## src/rtl/gon_collector.sv

```systemverilog
// GON collector: round-robin merge of NUM_SOURCES tagged result streams into one sink register.
// Optional word counter enabled by defining GON_STATS_EN.
module gon_collector #(
    parameter int BITWIDTH    = 16,
    parameter int TAG_LENGTH  = 4,
    parameter int NUM_SOURCES = 10
) (
    input  logic                            clk,
    input  logic                            rstb,
    input  logic                            program_en,
    input  logic [TAG_LENGTH-1:0]           scan_tag_in,
    output logic [TAG_LENGTH-1:0]           scan_tag_out,
    input  logic [NUM_SOURCES-1:0]          source_valid,
    input  logic [BITWIDTH*NUM_SOURCES-1:0] source_data,
    output logic [NUM_SOURCES-1:0]          source_ready,
    output logic                            sink_valid,
    output logic [BITWIDTH-1:0]             sink_data,
    output logic [TAG_LENGTH-1:0]           sink_tag,
`ifdef GON_STATS_EN
    output logic [15:0]                     word_count,
`endif
    input  logic                            sink_ready
);

    localparam int PW = $clog2(NUM_SOURCES);

    typedef enum logic {
        EMPTY = 1'b0,
        FULL  = 1'b1
    } state_t;

    state_t                state_q, state_d;
    logic [PW-1:0]         ptr_q, ptr_d;
    logic [BITWIDTH-1:0]   sink_data_q, sink_data_d;
    logic [TAG_LENGTH-1:0] sink_tag_q, sink_tag_d;
    logic [TAG_LENGTH-1:0] tag_q [NUM_SOURCES];
    logic [TAG_LENGTH-1:0] tag_d [NUM_SOURCES];
    logic [BITWIDTH-1:0]   src_word [NUM_SOURCES];

    logic                  reg_free;
    logic                  grant_en;
    logic                  grant_found;
    logic                  grant_ok;
    logic [PW-1:0]         grant_idx;

    // (base + step) mod NUM_SOURCES, for base < NUM_SOURCES and step <= NUM_SOURCES
    function automatic logic [PW-1:0] wrap_inc(input logic [PW-1:0] base, input int step);
        int sum;
        sum = int'(base) + step;
        if (sum >= NUM_SOURCES) begin
            sum = sum - NUM_SOURCES;
        end
        return PW'(sum);
    endfunction

    genvar gi;
    generate
        for (gi = 0; gi < NUM_SOURCES; gi++) begin : g_src
            assign src_word[gi]     = source_data[BITWIDTH*gi +: BITWIDTH];
            assign source_ready[gi] = grant_ok && (grant_idx == PW'(gi));
            if (gi == 0) begin : g_head
                assign tag_d[gi] = program_en ? scan_tag_in : tag_q[gi];
            end else begin : g_body
                assign tag_d[gi] = program_en ? tag_q[gi-1] : tag_q[gi];
            end
        end
    endgenerate

    // A drain in this cycle frees the register for a same-cycle refill.
    assign reg_free = (state_q == EMPTY) || sink_ready;
    assign grant_en = reg_free && !program_en && rstb;
    assign grant_ok = grant_en && grant_found;

    always_comb begin
        grant_found = 1'b0;
        grant_idx   = ptr_q;
        for (int k = 0; k < NUM_SOURCES; k++) begin
            if (!grant_found && source_valid[wrap_inc(ptr_q, k)]) begin
                grant_found = 1'b1;
                grant_idx   = wrap_inc(ptr_q, k);
            end
        end
    end

    always_comb begin
        state_d     = state_q;
        ptr_d       = ptr_q;
        sink_data_d = sink_data_q;
        sink_tag_d  = sink_tag_q;
        case (state_q)
            EMPTY: if (grant_ok) state_d = FULL;
            FULL:  if (sink_ready && !grant_ok) state_d = EMPTY;
        endcase
        if (grant_ok) begin
            sink_data_d = src_word[grant_idx];
            sink_tag_d  = tag_q[grant_idx];
            ptr_d       = wrap_inc(grant_idx, 1);
        end
    end

    always_ff @(posedge clk) begin
        if (!rstb) begin
            state_q     <= EMPTY;
            ptr_q       <= '0;
            sink_data_q <= '0;
            sink_tag_q  <= '0;
            for (int i = 0; i < NUM_SOURCES; i++) begin
                tag_q[i] <= '0;
            end
        end else begin
            state_q     <= state_d;
            ptr_q       <= ptr_d;
            sink_data_q <= sink_data_d;
            sink_tag_q  <= sink_tag_d;
            for (int i = 0; i < NUM_SOURCES; i++) begin
                tag_q[i] <= tag_d[i];
            end
        end
    end

    assign sink_valid   = (state_q == FULL);
    assign sink_data    = sink_data_q;
    assign sink_tag     = sink_tag_q;
    assign scan_tag_out = tag_q[NUM_SOURCES-1];

`ifdef GON_STATS_EN
    logic [15:0] count_q, count_d;

    always_comb begin
        count_d = count_q;
        if ((state_q == FULL) && sink_ready && (count_q != 16'hFFFF)) begin
            count_d = count_q + 16'd1;
        end
    end

    always_ff @(posedge clk) begin
        if (!rstb) begin
            count_q <= '0;
        end else begin
            count_q <= count_d;
        end
    end

    assign word_count = count_q;
`endif

endmodule

```

## config.mk

```make
export PLATFORM = sky130hd
export DESIGN_NAME = gon_collector
export DESIGN_NICKNAME = d
export VERILOG_FILES = /design/src/rtl/gon_collector.sv
export SDC_FILE = /design/constraint.sdc
export NUM_CORES = 1
export LEC_CHECK = 0
export ABC_AREA = 1
export ABC_CLOCK_PERIOD_IN_PS = 5300
export CELL_PAD_IN_SITES_DETAIL_PLACEMENT = 0
export CELL_PAD_IN_SITES_GLOBAL_PLACEMENT = 1
export CORE_MARGIN = 3
export CORE_UTILIZATION = 25
export CTS_CLUSTER_SIZE = 10
export DETAILED_ROUTE_END_ITERATION = 7
export HOLD_SLACK_MARGIN = 0.05
export PLACE_DENSITY_LB_ADDON = 0.05
export SLEW_MARGIN = 20
export SYNTH_ARGS = -nofsm -noshare
export SYNTH_HDL_FRONTEND = slang
export SYNTH_SLANG_ARGS = --single-unit
```

## constraint.sdc

```tcl
create_clock -name clk -period 5.3 [get_ports clk]
set_input_delay 1.325 -clock clk [delete_from_list [all_inputs] [get_ports clk]]
set_output_delay 1.325 -clock clk [all_outputs]
set_load 0.1 [all_outputs]
```

After elaboration in Yosys (flattened, before gate mapping)
Memory sizes are Yosys's and may differ from the RTL's. A register that Yosys moved wholly into a read port is not among the register bits.
Cells that the tools add are included.
{"block": "classes", "addsub": 21, "eq_ne": 9, "n_reduce_logical": 37, "muxes": 79, "bitwise": 12, "magnitude_cmp": 22}
{"operator": "4-bit two-way mux", "count": 41}
{"operator": "16-bit binary-select mux with 4-bit select", "count": 1}
{"operator": "5-bit by 4-bit >= comparator with 1-bit output (second input constant)", "count": 10}
{"operator": "4-bit by 5-bit less-than comparator with 1-bit output (second input constant)", "count": 10}
{"operator": "4-bit subtractor (second input constant)", "count": 11}
{"operator": "1-bit binary-select mux with 4-bit select", "count": 10}
{"operator": "16-bit two-way mux", "count": 2}
{"operator": "1-bit two-way mux", "count": 24}
{"operator": "1-bit logical AND", "count": 23}
{"operator": "4-bit by 3-bit adder with 5-bit output (second input constant)", "count": 4}
{"operator": "4-bit by 3-bit == test with 1-bit output (second input constant)", "count": 4}
{"operator": "1-bit logical NOT", "count": 12}
{"operator": "4-bit by 1-bit adder with 5-bit output (second input constant)", "count": 2}
{"operator": "4-bit by 2-bit adder with 5-bit output (second input constant)", "count": 2}
{"operator": "4-bit by 4-bit adder with 5-bit output (second input constant)", "count": 2}
{"operator": "1-bit bitwise OR", "count": 10}
{"operator": "4-bit by 2-bit == test with 1-bit output (second input constant)", "count": 2}
{"operator": "4-bit == test (second input constant)", "count": 2}
{"operator": "5-bit >= comparator (second input constant)", "count": 1}
{"operator": "4-bit NOT with 5-bit output", "count": 1}
{"operator": "4-bit by 1-bit == test with 1-bit output (second input constant)", "count": 1}
{"operator": "4-bit >= comparator (second input constant)", "count": 1}
{"operator": "4-bit logical NOT", "count": 1}
{"operator": "1-bit one-hot mux with 2 select lines", "count": 1}
{"operator": "other kinds (2)", "count": 2}
{"block": "totals", "input_bits": 178, "reg_bits": 21, "ram_bits": 40, "n_memories": 1}
{"memory": "tag_q", "words": 10, "word_bits": 4, "rd": 11, "rd_ports_with_merged_regs": 1, "write_ports": 10, "line_no": "36", "source": "logic [TAG_LENGTH-1:0] tag_q [NUM_SOURCES];"}

Depth between registers and ports, before layout
{"block": "depth", "ltp_word": 37, "ltp_mapped": 41, "depth_no_buf": 38}

Least setup slack after synthesis
OpenSTA, ideal clock, no wires.
{"block": "synth_timing", "kind": "register to output", "startpoint": "register ptr_q[1]", "endpoint": "output source_ready[3]", "required_time_ns": 3.975, "t_arrival_ns": 6.225, "slack_ns": -2.250, "stages_incl_launch_ff": 28, "cell_sequence": "dfxtp_1 > buf_4 > clkinv_1 > ha_1 > buf_2 > clkinv_1 > ha_1 > nand2_1 > nand2_2 > nand2_4 > nand2_2 > nand2_2 > nand2_1 > nand3_2 > nand3_4 > nand2_4 > nand3_4 > nor2_4 > nand4_2 > nor2_2 > nand3_2 > nand2_1 > inv_2 > a21boi_4 > buf_2 > ha_1 > inv_1 > nor3_1"}
{"block": "synth_between", "elab_chain_cells": 34, "word_cells_on_any_way": 100, "cone_classes": "add/sub: 19; order compare: 10; eq/ne: 1; mux: 50; reduce/logical: 20"}
{"element": "start, declared", "line_no": "33", "source": "logic [PW-1:0] ptr_q, ptr_d;"}
{"element": "start signal, assigned", "line_no": "112", "source": "ptr_q <= ptr_d;"}
{"element": "branches (longest 33 deep; another with 4-bit by 1-bit adder with 5-bit output)"}
{"element": "1-bit logical AND *", "line_no": "60", "source": "assign source_ready[gi] = grant_ok && (grant_idx == PW'(gi));"}
{"element": "end, declared", "line_no": "15", "source": "output logic [NUM_SOURCES-1:0] source_ready,"}
Mark *: on every way between the ends. The select of a mux whose other input is x is not followed.

Worst setup path in the final report
{"block": "layout_timing", "startpoint": "input source_valid[6]", "endpoint": "output source_ready[6]"}
{"block": "layout_between", "elab_chain_cells": 32, "word_cells_on_any_way": 61, "cone_classes": "eq/ne: 1; mux: 40; reduce/logical: 20"}
{"element": "start, declared", "line_no": "13", "source": "input logic [NUM_SOURCES-1:0] source_valid,"}
{"element": "1-bit binary-select mux with 4-bit select", "line_no": "78", "source": "if (!grant_found && source_valid[wrap_inc(ptr_q, k)]) begin"}
{"element": "1-bit two-way mux (implied by the code)", "line_no": "78"}
{"element": "1-bit two-way mux", "line_no": "78"}
{"element": "1-bit logical NOT", "line_no": "78"}
{"element": "1-bit logical AND", "line_no": "78"}
{"element": "1-bit two-way mux", "line_no": "78"}
{"element": "1-bit logical NOT", "line_no": "78"}
{"element": "1-bit logical AND", "line_no": "78"}
{"element": "(+16 left out)"}
{"element": "1-bit logical NOT", "line_no": "78"}
{"element": "1-bit logical AND", "line_no": "78"}
{"element": "1-bit two-way mux", "line_no": "78"}
{"element": "1-bit logical NOT", "line_no": "78"}
{"element": "1-bit logical AND", "line_no": "78"}
{"element": "4-bit two-way mux or 1-bit two-way mux (tied branches)", "line_no": "78"}
{"element": "4-bit by 3-bit == test with 1-bit output or 1-bit logical AND (tied branches)", "line_no": "60, 72"}
{"element": "1-bit logical AND *", "line_no": "60"}
Mark *: on every way between the ends. The rest lies on a longest branch, timed or not. The select of a mux whose other input is x is not followed.

==> impl_results.md <==
- Hold path cells: 2
- Mapped Nets: 1415
- Fin. max-slew vios: 0
- Ys flop type: dfxtp_1
- Max Freq: 186 MHz
- Area Growth Syn to Fin: 67.1%
- Unrepaired setup endpoints after global routing: yes
- Placed cells: 1820
- R2R Path End: sink_data[14]
- Post-DP HPWL: 22200 microns
- Max_cap viols: 0
- Synthesized cell area: 6960 sq um
- Critical Path Start Type: input pin
- Setup ws final: -0.0676 ns
- Status: complete, but fails checks
- Cts bufs inserted: 9
- Die Y-Extent: 173 microns
- First-pass GRT wire length: 46900 microns
- R2R cell count: 30
- Worst R2R Start: ptr_q[1]
- Final Skew: 0.0145 ns
- Critical path fanouts, max: 5
- Routed via count: 8724
- Initial Util: 25.6%
- Yosys warns: 0
- Initial antenna violation count: 3
- Most frequent cells in the layout: nand2_1 (441), clkdlybuf4s50_1 (191), buf_4 (127)
- Latest clock arrival within the worst-skew pair: 0.34 ns
- IO Port Bufs: 212
- Nets: 1722
- Worst Hold Class: flip-flop to flip-flop
- Root cell of the clock tree: clkbuf_16
- Die Wd: 173 microns
- CP arrival: 4.04 ns
- Row cnt: 60
- Mapped Cells: 1209
- WL/cell: 15.8 microns
- Min-Delay Endpoint: tag_q[5][0]
- Placer Congestion: 0.885
- Final WL: 29900 microns
- Largest net degree at the start of global routing: 69
- Hold Buf Count CTS: 0
- Sink Count: 65
- Mean Syn Cell Area: 5.76 sq um
- All-Layer GR Usage: 19.4%
- ANT nets after route: 0
- Failing checks: negative setup slack
- Asr flop ratio synth: 0%
- Fill cell count: 2946
- Final worst-path cycle share: 101%
- DRT iter0 DRCs: 414
- Non-Filler Instances: 1896
- Worst Path Required: 3.97 ns
- Max clock buf depth: 2
- Via density: 4.60
- Min-delay src: tag_q[5][0]
- Worst R2R Setup Slack: 0.84 ns
- # IOs: 213
- Rel. slew slack: 29.1%
- Htree depth: 3
- Vias in the first global route: 8709
- Setup crit end kind: output port
- Post-synth EDFFs: 0
- Most common cell after layout, fill and taps aside: nand2_1
- Core area: 27200 sq um
- Netlist cell types: 49
- Grt total ovfl: 0
- Flop and latch count out of synthesis: 65
- Clock-pin slew on the worst setup and hold paths: 0.07 ns
- DRC Markers: 0
- First-pass DRT Iterations: 5
- Final number of setup-violating endpoints: 8
- Sequential area share after synthesis: 18.7%
- Ratio of cells with drive above 1 in the final layout: 25.0%
- Die ar.: 29900 sq um
- Slew @ Worst Pin: 1.06 ns
- Minimum clock period: 5.37 ns
- Final hold violation count: 0
- CTS tree: done
- Kind of critical path: input pin to output port
## state kept, by name (all words and copies together) (netlist names)
register and flops:
sink_valid 1, tag_q 40, sink_data 16, sink_tag 4, ptr_q 4
## area by class of cell
| class | instances | area (sq um) | share of cell area [%] |
|---|---|---|---|
| diodes | 3 | 7.51 | 0.0646 |
| clock buffers | 9 | 225 | 1.94 |
| clock inverters | 7 | 80.1 | 0.689 |
| inverters | 105 | 445 | 3.83 |
| multi-input cells | 980 | 5720 | 49.2 |
| flip-flops and latches | 65 | 1310 | 11.3 |
| well taps | 372 | 465 | 4.00 |
| repair buffers | 355 | 3370 | 29.0 |
## worst max-delay path by stage
stage / slack, ns / endpoint / cells after the start / startpoint
2_1_floorplan: -0.20 / source_ready[2] / 28 / ptr_q[1]
3_3_place_gp: -0.57 / source_ready[7] / 24 / source_valid[6]
3_5_place_dp: -0.46 / source_ready[0] / 23 / source_valid[6]
4_1_cts: -0.02 / source_ready[6] / 24 / ptr_q[1]
5_1_grt: -0.24 / source_ready[6] / 27 / ptr_q[1]
6_report: -0.07 / source_ready[6] / 21 / source_valid[6]
## worst max-delay path, cell delays in order
cell and delay [ns]:
clkdlybuf4s15_1 0.21, inv_2 0.05, o21ai_4 0.16, inv_2 0.06, buf_4 0.14, o211ai_1 0.17, nand3_1 0.10, nand2_2 0.10
inv_1 0.07, buf_4 0.16, nand4_4 0.09, nor2_4 0.06, buf_4 0.13, a21oi_1 0.16, nand2_2 0.09, a21boi_4 0.25
buf_6 0.14, ha_4 0.13, inv_4 0.04, nor3_4 0.19, buf_12 0.20
## per-layer routing
| metal | track usage, % | part of all wire, % |
|---|---|---|
| met1 | 23.8 | 44 |
| met2 | 35.0 | 51 |
| met3 | 2.99 | 3.4 |
| met4 | 5.71 | 2.1 |
| met5 | 0 | 0 |
## per-stage QoR
step / hold WS [ns] / setup WS, ns / setup TNS [ns] / instance area (sq um) / utilization, %
after CTS: 0.481 / -0.0206 / -0.0340 / 11400 / 42.0
after global placement: 0.467 / -0.565 / -5.83 / 10200 / 37.6
after detailed placement: 0.469 / -0.458 / -4.35 / 10200 / 37.6
after global routing: 0.505 / -0.237 / -2.02 / 11600 / 42.8
after floorplan: 0.449 / -0.205 / -0.687 / 7220 / -
final: 0.477 / -0.0676 / -0.169 / 11600 / 42.8
## cell families (layout without fill, tap and decap cells)
logic type | Yosys count | in the layout | share of synthesized area (%)
fa+ha+maj | 28 | 28 | 5.14
simple gates | 692 | 693 | 43.5
buf+inv | 165 | 476 | 10.5
flops | 65 | 65 | 18.7
xor+xnor | 16 | 16 | 2.23
other cells | 0 | 3 | 0
compound gates | 243 | 243 | 19.9
## cell usage after synthesis, types with 14 or more instances
| library cell | count | share of area (%) |
|---|---|---|
| a21oi_2 | 18 | 2.3 |
| xor2_1 | 14 | 1.8 |
| clkbuf_1 | 24 | 1.3 |
| ha_1 | 27 | 4.9 |
| nand3_1 | 72 | 5.2 |
| buf_2 | 20 | 1.4 |
| nor2_1 | 70 | 3.8 |
| nand2_1 | 468 | 25 |
| o21ai_1 | 28 | 2.0 |
| dfxtp_1 | 65 | 19 |
| nand4_1 | 22 | 2.0 |
| nand2_2 | 16 | 1.4 |
| a21oi_1 | 77 | 5.5 |
| inv_1 | 86 | 4.6 |
| o21ai_0 | 93 | 6.7 |
## timing repair
item / CTS / global route
cloned: 1 / 0
setup endpoints to repair: 10 / 10
pin swaps: 58 / 40
buffers inserted: 51 / 8
gates resized for setup: 154 / 36
Power is left out: the tool's default activity adds up to more than one toggle a clock period on the data nets, which glitch-free logic cannot reach.
